<file path="config.mk">
export PLATFORM = sky130hd
export DESIGN_NAME = countdown_timer
export DESIGN_NICKNAME = d
export VERILOG_FILES = /design/src/rtl/countdown_timer_pkg.sv /design/src/rtl/down_count_core.sv /design/src/rtl/countdown_timer.sv
export SDC_FILE = /design/constraint.sdc
export NUM_CORES = 1
export LEC_CHECK = 0
export ABC_CLOCK_PERIOD_IN_PS = 2600
export BUFFER_PORTS_ARGS = -buffer_cell sky130_fd_sc_hd__buf_2
export CAP_MARGIN = 20
export CORE_UTILIZATION = 45
export CTS_BUF_LIST = sky130_fd_sc_hd__clkbuf_8 sky130_fd_sc_hd__clkbuf_16
export DETAILED_ROUTE_END_ITERATION = 10
export PLACE_DENSITY = 0.76
export SLEW_MARGIN = 10
export SYNTH_ARGS = -nofsm -noshare
export SYNTH_HDL_FRONTEND = slang
export SYNTH_HIERARCHICAL = 1
export SYNTH_SLANG_ARGS = --single-unit
export TNS_END_PERCENT = 30
</file>
<file path="constraint.sdc">
create_clock -name clock -period 2.6 [get_ports clock]
set_clock_uncertainty 0.05 [all_clocks]
set_input_delay 0.13 -clock clock [delete_from_list [all_inputs] [get_ports clock]]
set_output_delay 0.13 -clock clock [all_outputs]
set_load 0.1 [all_outputs]
</file>
<file path="src/rtl/countdown_timer_pkg.sv">
// Shared types and constants for the loadable countdown timer.
package countdown_timer_pkg;

    // Default bit width of the count and the load value.
    localparam int unsigned DEFAULT_SIZE = 5;

    // Largest loadable value at the default width (all ones).
    localparam logic [DEFAULT_SIZE-1:0] MAX_COUNT = '1;

    // Controller state: IDLE waits for a load, RUN counts down.
    typedef enum logic {
        IDLE = 1'b0,
        RUN  = 1'b1
    } state_e;

endpackage

</file>
<file path="src/rtl/down_count_core.sv">
// Count register with clear, load and decrement, plus a next-value-is-zero flag.
// Priority: clear over load over decrement. Decrement saturates at zero.
module down_count_core
    import countdown_timer_pkg::*;
#(
    parameter int unsigned Size = DEFAULT_SIZE
) (
    input  logic            clk_i,
    input  logic            rst_ni,
    input  logic            clr_i,
    input  logic            load_i,
    input  logic [Size-1:0] load_val_i,
    input  logic            dec_i,
    output logic [Size-1:0] count_o,
    output logic            zero_next_o
);

    localparam logic [Size-1:0] ONE = {{(Size-1){1'b0}}, 1'b1};

    logic [Size-1:0] count_q;
    logic [Size-1:0] count_d;

    // Select the next count value; never decrements below zero.
    always_comb begin
        count_d = count_q;
        if (clr_i) begin
            count_d = '0;
        end else if (load_i) begin
            count_d = load_val_i;
        end else if (dec_i && (count_q != '0)) begin
            count_d = count_q - ONE;
        end
    end

    // Count register, cleared asynchronously.
    always_ff @(posedge clk_i or negedge rst_ni) begin
        if (!rst_ni) begin
            count_q <= '0;
        end else begin
            count_q <= count_d;
        end
    end

    assign count_o     = count_q;
    // A decrement this cycle lands on zero exactly when the current value is one.
    assign zero_next_o = ((count_q - ONE) == '0);

endmodule

</file>
<file path="src/rtl/countdown_timer.sv">
// Loadable down-counter with valid/ready load, one-shot or periodic mode,
// pause via enable, synchronous abort and a registered one-cycle done pulse.
module countdown_timer
    import countdown_timer_pkg::*;
#(
    parameter int unsigned Size = DEFAULT_SIZE
) (
    input  logic            clock,
    input  logic            reset,
    input  logic            load_valid,
    input  logic [Size-1:0] load_value,
    output logic            load_ready,
    input  logic            auto_reload,
    input  logic            enable,
    input  logic            abort,
    output logic [Size-1:0] count,
    output logic            running,
    output logic            done
);

    state_e          state_q, state_d;
    logic [Size-1:0] period_q, period_d;
    logic            reload_q, reload_d;
    logic            done_q, done_d;
    logic            running_q;

    logic            accept;
    logic            load_zero;
    logic            step;
    logic            zero_next;
    logic            expire;
    logic            core_load;
    logic [Size-1:0] core_load_val;

    // Abort blocks a simultaneous load so it is never treated as accepted.
    assign accept    = load_valid && load_ready && !abort;
    assign load_zero = (load_value == '0);
    assign step      = (state_q == RUN) && enable;
    assign expire    = step && zero_next;

    // A periodic expiry reloads the count from the period register;
    // a new load always takes precedence over that reload.
    assign core_load     = accept || (expire && reload_q);
    assign core_load_val = accept ? load_value : period_q;

    down_count_core #(
        .Size (Size)
    ) u_core (
        .clk_i       (clock),
        .rst_ni      (reset),
        .clr_i       (abort),
        .load_i      (core_load),
        .load_val_i  (core_load_val),
        .dec_i       (step),
        .count_o     (count),
        .zero_next_o (zero_next)
    );

    // State, period, reload flag and registered outputs.
    always_ff @(posedge clock or negedge reset) begin
        if (!reset) begin
            state_q   <= IDLE;
            period_q  <= '0;
            reload_q  <= 1'b0;
            done_q    <= 1'b0;
            running_q <= 1'b0;
        end else begin
            state_q   <= state_d;
            period_q  <= period_d;
            reload_q  <= reload_d;
            done_q    <= done_d;
            running_q <= (state_d == RUN);
        end
    end

    // Next state: abort, then load, then expiry. A zero load never enters RUN
    // and never arms periodic mode, which would otherwise expire forever.
    always_comb begin
        state_d  = state_q;
        period_d = period_q;
        reload_d = reload_q;
        done_d   = 1'b0;
        if (abort) begin
            state_d  = IDLE;
            reload_d = 1'b0;
        end else if (accept) begin
            period_d = load_value;
            reload_d = auto_reload && !load_zero;
            state_d  = load_zero ? IDLE : RUN;
            done_d   = load_zero || expire;
        end else if (expire) begin
            done_d = 1'b1;
            if (!reload_q) begin
                state_d = IDLE;
            end
        end
    end

    // Outputs: load_ready depends only on registered state and reload flag.
    always_comb begin
        load_ready = (state_q == IDLE) || !reload_q;
        running    = running_q;
        done       = done_q;
    end

endmodule

</file>
Word-level counts from Yosys, hierarchy flattened

Cells that the tools add are included.

Output and inout bits: 8
Flip-flop bits (word level): 13
Bits of input ports: 11

$add $sub $neg: 1
Multiplexer cells: 14
Reduce and logical (&&, ||, !) cells: 20
Equal/unequal tests: 1
Bitwise logic cells: 1

Operators by type and width:

| kind                | count |
|---|---|
| $mux 5              | 4 |
| $logic_not 5->1     | 2 |
| $mux 1              | 10 |
| $logic_and 1x1->1   | 7 |
| $reduce_bool 3->1   | 2 |
| $reduce_bool 5->1   | 1 |
| $sub 5x1->5 const B | 1 |
| $logic_not 1->1     | 3 |
| $logic_or 1x1->1    | 3 |
| $ne 3x2->1 const B  | 1 |
| $reduce_and 2->1    | 1 |
| $reduce_bool 2->1   | 1 |
| $not 1->1           | 1 |

Depth between registers and ports, before layout

Gate-level depths: netlist of run 1.

Depth in word-level cells: 7
Mapped depth: 11
Mapped depth without buffers: 10

Hierarchy

Netlist of run 1, hierarchy kept.

By module, submodules not included:

| module          | seq. area each (um^2) | times used | cells each | area an instance (um^2) |
|---|---|---|---|---|
| countdown_timer | 200.2                 | 1          | 34         | 432.9 |
| down_count_core | 125.1                 | 1          | 46         | 426.7 |

Least setup slack after synthesis of run 1

Ideal clock, no wire load.

Path type: register to register
Start point: reg u_core.count_q[1] (netlist: u_core/count_o[1])
End point: reg u_core.count_q[1] (netlist: u_core/count_o[1])
Slack: -524 ps
Buffers on the path: 1
Arrival: 2947 ps
Period minus slack after synthesis: 3124 ps
Stages on the path, launching flop included: 11
Required time: 2423 ps
Library setup time: 127 ps
Cells stage by stage: dfrtp_1 > inv_1 > ha_1 > nor2_1 > a31oi_1 > nor3b_1 > nand2_1 > o21ai_0 > buf_1 > nor3_1 > a311o_2

Word-level cells in the longest chain between the ends: 7

RTL lines:

| item                   | RTL line              | source |
|---|---|---|
| from (decl)            | down_count_core.sv:20 | `logic [Size-1:0] count_q;` |
| from (signal assigned) | down_count_core.sv:40 | `count_q <= count_d;` |
| $sub 5x1->5 (*)        | down_count_core.sv:46 | `assign zero_next_o = ((count_q - ONE) == '0);` |
| $logic_not 5->1 (*)    | down_count_core.sv:46 |  |
| net zero_next          | countdown_timer.sv:30 | `logic zero_next;` |
| $logic_and 1x1->1 (*)  | countdown_timer.sv:39 | `assign expire = step && zero_next;` |
| $logic_and 1x1->1 (*)  | countdown_timer.sv:43 | `assign core_load = accept \|\| (expire && reload_q);` |
| $logic_or 1x1->1 (*)   | countdown_timer.sv:43 |  |
| net core_load          | countdown_timer.sv:32 | `logic core_load;` |
| $mux 5                 | down_count_core.sv:28 | `end else if (load_i) begin` |
| $mux 5                 | down_count_core.sv:26 | `if (clr_i) begin` |

The timed path passes the listed nets; every way through them passes the cells marked *. The select of a mux whose other input is x is not followed.
A chain may end at the register's enable or synchronous reset.

Final worst setup path of run 1

Start point: reg u_core.count_q[0] (netlist: u_core/count_o[0])
End point: reg u_core.count_q[1] (netlist: u_core/count_o[1])

The elaborated chain is that of the path after synthesis.

==> results_dict.tcl, run 1 <==
set metrics [dict create \
    ir_worst_vdd_mv 0.371 \
    hp-class "input pin to flop" \
    finalHoldViolCount 0 \
    wl_mm 1.81 \
    drive_gt1_frac 0.461 \
    power_density_nw_per_um2 607 \
    grt-ovfl-total 0 \
    viasPerCell 5.69 \
    drt.antenna.violating_nets 0 \
    cts_tree "done" \
    slew_violations 0 \
    rr_endpoint "u_core/count_o[1]$_DFFE_PN0P_" \
    cp.required_ns 2.67 \
    synthArstFlopShare 1.00 \
    grt_pass1_wl_mm 2.79 \
    r2r-start "u_core/count_o[0]$_DFFE_PN0P_" \
    synthMuxAreaShare 0.131 \
    synthCells 80 \
    reg2reg_setup_slack_ns 0.24 \
    rr_worst_depth 10 \
    die_w_um 45.7 \
    dpl.hpwl_mm 1.31 \
    finalCriticalPeriod_ns 2.36 \
    end_kind "flop" \
    syn_area_sq_um 860 \
    seq_area_sq_um 337 \
    path_buf_inv 2 \
    tightestPinTransition_ns 0.486 \
    postSynthAreaPerCell_sq_um 10.7 \
    finalInstanceArea_sq_um 1050 \
    fmax_mhz 424 \
    rows 15 \
    firstDrtPassIters 4 \
    htree_levels 1 \
    path_class "flop to flop" \
    antenna_found_initial 0 \
    grt.total_usage 0.190 \
    synth_warnings 6 \
    cts_root_buf "clkbuf_8" \
    outcome "completed" \
    synth_edf_count 0 \
    path_clk_slew_ns 0.06 \
    min_to "done$_DFF_PN0_" \
    ios 19 \
    drt-wirelength-per-cell_um 14.2 \
    grt_setup_unrepaired "false" \
    slew_headroom 0.678 \
    die_h_um 45.7 \
    grt_pass1_vias 646 \
    fillerInstances 165 \
    cts_setup_buffers 0 \
    dpl-instance-area_sq_um 995 \
    synthAdderAreaFrac 0.0437 \
    start_kind "flop" \
    initial_core_util 0.487 \
    synth_seq_area_share 0.378 \
    hold_depth 2 \
    finalCritPeriodShare 0.908 \
    gp_congestion 0.826 \
    numClockSinks 13 \
    worstPathArrival_ns 2.43 \
    vias 723 \
    drt_iter0_drc 19 \
    synth-simple-area-share 0.213 \
    clk_latency_ns 0.24 \
    cpPeakStageDelay_ns 0.48 \
    numCtsBuffers 3 \
    placement.io_buffers 18 \
    drc_errors 0 \
    synth_top_family_by_area "simple AND/OR/NAND/NOR gates" \
    path_max_fanout 9 \
    synth-xor-area-share 0 \
    worstPathCellList "inv_1 > ha_1 > and3b_1 > a31oi_1 > nor3b_2 > nand2_1 > o21ai_0 > buf_4 > nor3_1 > a311o_2" \
    ys_ff_latch 13 \
    fin_tns_setup_ns 0 \
    grt_max_degree 14 \
    synthesis.nets 94 \
    die_area_sq_um 2090 \
    multi_input_area_sq_um 500 \
    setup_viol 0 \
    drv_cap 0 \
    synth_ff_type "dfrtp_1" \
    cts_buffer_depth 2 \
    synth-compound-area-share 0.189 \
    insertedDiodeCount 0 \
    syn_to_final_growth_pct 22.7 \
    nets 117 \
    min-delay-start "load_value[1]" \
    crit_family "compound AO/OA/AOI/OAI gates" \
    core_sq_um 1760 \
    synth.distinct_cells 38 \
    p_leak_uw 0.000444 \
    cpMaxStageDelayCell "dfrtp_4" \
]
## cells in the mapped netlist (all sizes together), types with 2 or more instances
cell,count,area share
dfrtp,13,0.38
mux2,10,0.13
inv,5,0.022
o21ai,5,0.029
buf,4,0.023
nand2,4,0.020
a21oi,3,0.017
ha,3,0.044
nand3b,3,0.041
nor2,3,0.013
or4b,3,0.035
a2111oi,2,0.049
a31oi,2,0.015
nand3,2,0.012
nor3,2,0.012
nor3b,2,0.017
## report_power, final
| part | leakage [uW] | internal, uW | total, uW | switching [uW] |
|---|---|---|---|---|
| Combinational | 0.000259 | 73.0 | 218 | 145 |
| Clock | 0.0000269 | 104 | 175 | 70.5 |
| Sequential | 0.000158 | 228 | 248 | 19.7 |
## stage by stage
stage	hold WS (ns)	util	worst slack, ns	instances	power [uW]
floorplan	-0.216	-	0.0414	80	415
global placement	-0.0197	0.564	0.226	122	459
detailed placement	-0.0130	0.564	0.171	122	465
CTS	0.0969	0.595	0.136	127	640
global route	0.0968	0.598	0.0608	127	671
finish	0.0979	0.598	0.240	127	640
## cells by family after synthesis
| kind of cell | Yosys count |
|---|---|
| flip-flops | 13 |
| AND/OR/NAND/NOR | 26 |
| AO/OA/AOI/OAI | 19 |
| multiplexers | 10 |
| buffers and inverters | 9 |
| adder cells (fa/ha/maj) | 3 |
## cell type report
cell class              instances  area share
clock buffers                   3      0.0391
clock inverters                 1     0.00356
inverters                       5      0.0178
multi-input cells              58       0.474
flip-flops and latches         13       0.319
well taps                      25      0.0297
repair buffers                 22       0.116
## worst max path at each step
stage | start | endpoint | slack [ns] | cells past startpoint
after floorplan | running$_DFFE_PN0P_ | u_core/count_o[1]$_DFFE_PN0P_ | 0.04 | 6
after global placement | u_core/count_o[0]$_DFFE_PN0P_ | u_core/count_o[1]$_DFFE_PN0P_ | 0.23 | 10
after detailed placement | u_core/count_o[0]$_DFFE_PN0P_ | u_core/count_o[1]$_DFFE_PN0P_ | 0.17 | 10
after CTS | u_core/count_o[0]$_DFFE_PN0P_ | u_core/count_o[1]$_DFFE_PN0P_ | 0.14 | 10
after global routing | u_core/count_o[0]$_DFFE_PN0P_ | u_core/count_o[1]$_DFFE_PN0P_ | 0.06 | 11
final | u_core/count_o[0]$_DFFE_PN0P_ | u_core/count_o[1]$_DFFE_PN0P_ | 0.24 | 10
## repair_timing
item	4_1_cts	5_1_grt
hold buffers	1	0
setup endpoints to repair	0	1
endpoints found under the hold margin	13	0
gates resized for setup	0	1
## flip-flops by register name (all words and copies together) (netlist names)
signal          count
running             1
reload_q            1
u_core/count_o      5
done                1
period_q            5
## cells in the final DEF (no fill, tap or decap), types with 2 or more instances in the layout
master and n:
o21ai_0 3, or4b_1 2, inv_1 6, o21ai_1 2
dfrtp_2 3, nor3_1 2, dfrtp_4 2, nand3_1 2
mux2_2 9, nand2_1 3, buf_4 3, buf_2 18
dfrtp_1 8, ha_1 3, nand3b_1 2, clkbuf_8 3
a21oi_1 3, a31oi_1 2, nor2_1 3
## metal layers
| metal | GRT usage | vias to the layer above | part of all wire |
|---|---|---|---|
| met5 | 0 | - | 0 |
| met3 | 0.0437 | 2 | 0.050 |
| met4 | 0.0824 | 0 | 0.0055 |
| met1 | 0.264 | 344 | 0.49 |
| li1 | - | 349 | - |
| met2 | 0.280 | 28 | 0.46 |
(Power assumes the default switching activity.)
==> run 2, diff against run 1 <==
--- a/config.mk
+++ b/config.mk
@@ -6,12 +6,13 @@
 export NUM_CORES = 1
 export LEC_CHECK = 0
 export ABC_CLOCK_PERIOD_IN_PS = 2600
-export BUFFER_PORTS_ARGS = -buffer_cell sky130_fd_sc_hd__buf_2
 export CAP_MARGIN = 20
+export CORE_MARGIN = 4
 export CORE_UTILIZATION = 45
 export CTS_BUF_LIST = sky130_fd_sc_hd__clkbuf_8 sky130_fd_sc_hd__clkbuf_16
 export DETAILED_ROUTE_END_ITERATION = 10
-export PLACE_DENSITY = 0.76
+export DONT_BUFFER_PORTS = 1
+export PLACE_DENSITY = 0.68
 export SLEW_MARGIN = 10
 export SYNTH_ARGS = -nofsm -noshare
 export SYNTH_HDL_FRONTEND = slang
==> results_dict.tcl, run 2 (synthesis results as in run 1) <==
set metrics [dict create \
    outcome "completed" \
    setup_viol 0 \
    ir_worst_vdd_mv 0.312 \
    rr_endpoint "u_core/count_o[1]$_DFFE_PN0P_" \
    insertedDiodeCount 0 \
    final_common_cell "buf_4" \
    grt_setup_unrepaired "false" \
    power_density_nw_per_um2 589 \
    drc_errors 0 \
    grt_max_degree 14 \
    crit_end "u_core/count_o[1]$_DFFE_PN0P_" \
    rr_worst_depth 10 \
    end_kind "flop" \
    wl_mm 2.02 \
    grt_pass1_wl_mm 3.21 \
    fin_tns_setup_ns 0 \
    drt_iter0_drc 23 \
    reg2reg_setup_slack_ns 0.18 \
    dpl.hpwl_mm 1.34 \
    p_leak_uw 0.000435 \
    vias 718 \
    crit_path_start "u_core/count_o[0]$_DFFE_PN0P_" \
    r2r-start "u_core/count_o[0]$_DFFE_PN0P_" \
    path_class "flop to flop" \
    start_kind "flop" \
    rows 15 \
    drv_cap 0 \
    cts_root_buf "clkbuf_8" \
    numClockSinks 13 \
    antenna_found_initial 0 \
    hold_ws_ns 0.0510 \
    slew_headroom 0.424 \
    syn_to_final_growth_pct 27.9 \
    cts_tree "done" \
    initial_core_util 0.487 \
    grt-ovfl-total 0 \
    grt_pass1_vias 751 \
    nets 114 \
    cts_buffer_depth 2 \
    worstPathArrival_ns 2.49 \
    worst_slack_ns 0.184 \
    grt.total_usage 0.159 \
    path_clk_slew_ns 0.06 \
    die_area_sq_um 2670 \
    hp-class "input pin to flop" \
    p_total_uw 648 \
    path_max_fanout 8 \
    cp.required_ns 2.68 \
    post-place-ws_ns 0.0563 \
    die_h_um 51.7 \
    ios 19 \
    slew_violations 0 \
    finalCriticalPeriod_ns 2.42 \
    drive_gt1_frac 0.374 \
    die_w_um 51.7 \
    clk_latency_ns 0.24 \
    core_sq_um 1760 \
    gp_congestion 0.847 \
    fmax_mhz 414 \
    drt.antenna.violating_nets 0 \
    htree_levels 1 \
    finalHoldViolCount 0 \
    finalCritPeriodShare 0.929 \
    placement.io_buffers 0 \
    viasPerCell 5.79 \
    drt-wirelength-per-cell_um 16.3 \
    tightestPinTransition_ns 0.865 \
    numCtsBuffers 3 \
    firstDrtPassIters 4 \
    final_cell_mix "10 x buf_4, 9 x mux2_2, 9 x dlygate4sd3_1, 8 x dfrtp_1, 6 x inv_1" \
]
==> run 2: changes by cell type in the layout (fill, tap and decap cells not counted) <==
cell	delta
buf_2	-18
buf_4	+7
dlygate4sd3_1	+8
ha_1	-1
ha_2	+1
==> run 2: power by group <==
part | switching (uW) | internal (uW) | leakage (uW)
clock network | 74.1 | 104 | 0.0000269
registers | 23.7 | 228 | 0.000158
logic | 137 | 81.1 | 0.000250
==> run 2: how the worst min path moves through the flow <==
| stage | start | to | slack, ns | cells past startpoint |
|---|---|---|---|---|
| 2_1_floorplan | reset | done$_DFF_PN0_ | -0.22 | 0 |
| 3_5_place_dp | reset | done$_DFF_PN0_ | -0.22 | 0 |
| 4_1_cts | load_value[1] | reload_q$_DFFE_PN0P_ | 0.05 | 2 |
| 5_1_grt | load_value[4] | done$_DFF_PN0_ | 0.05 | 2 |
| 6_report | load_value[1] | reload_q$_DFFE_PN0P_ | 0.05 | 2 |
| 3_3_place_gp | reset | done$_DFF_PN0_ | -0.22 | 0 |
==> run 2: timing repair <==
item | 4_1_cts | 5_1_grt
setup endpoints to repair | 0 | 5
buffers inserted | 0 | 1
hold endpoints to repair | 24 | 0
hold buffers | 9 | 0
gates resized for setup | 0 | 2
==> run 2: per-stage QoR <==
stage | cells | cell area [sq um] | utilization
floorplan | 80 | 872 | -
global placement | 110 | 950 | 0.538
detailed placement | 110 | 950 | 0.538
CTS | 123 | 1080 | 0.615
global route | 124 | 1100 | 0.623
finish | 124 | 1100 | 0.623
==> run 2: cell type report <==
cell class | instances | area, sq um
fill | 142 | 664
multi-input combinational | 58 | 503
sequential | 13 | 337
timing repair buffer | 19 | 165
clock buffer | 3 | 41.3
tap | 25 | 31.3
inverter | 5 | 18.8
clock inverter | 1 | 3.75
==> run 2: critical path, stage by stage (launching register included) <==
cell and delay (ns):
dfrtp_4 0.51, inv_1 0.13, ha_2 0.23, and3b_1 0.17, a31oi_1 0.05, nor3b_2 0.21
nand2_1 0.11, o21ai_0 0.18, buf_4 0.20, nor3_1 0.07, a311o_2 0.38
==> run 2: routing by layer <==
layer / GRT usage / routed length (um) / vias up
met1: 0.191 / 845 / 346
met3: 0.0287 / 160 / 0
met4: 0.0524 / 0 / 0
met2: 0.282 / 1010 / 29
li1: - / - / 343
met5: 0 / 0 / -
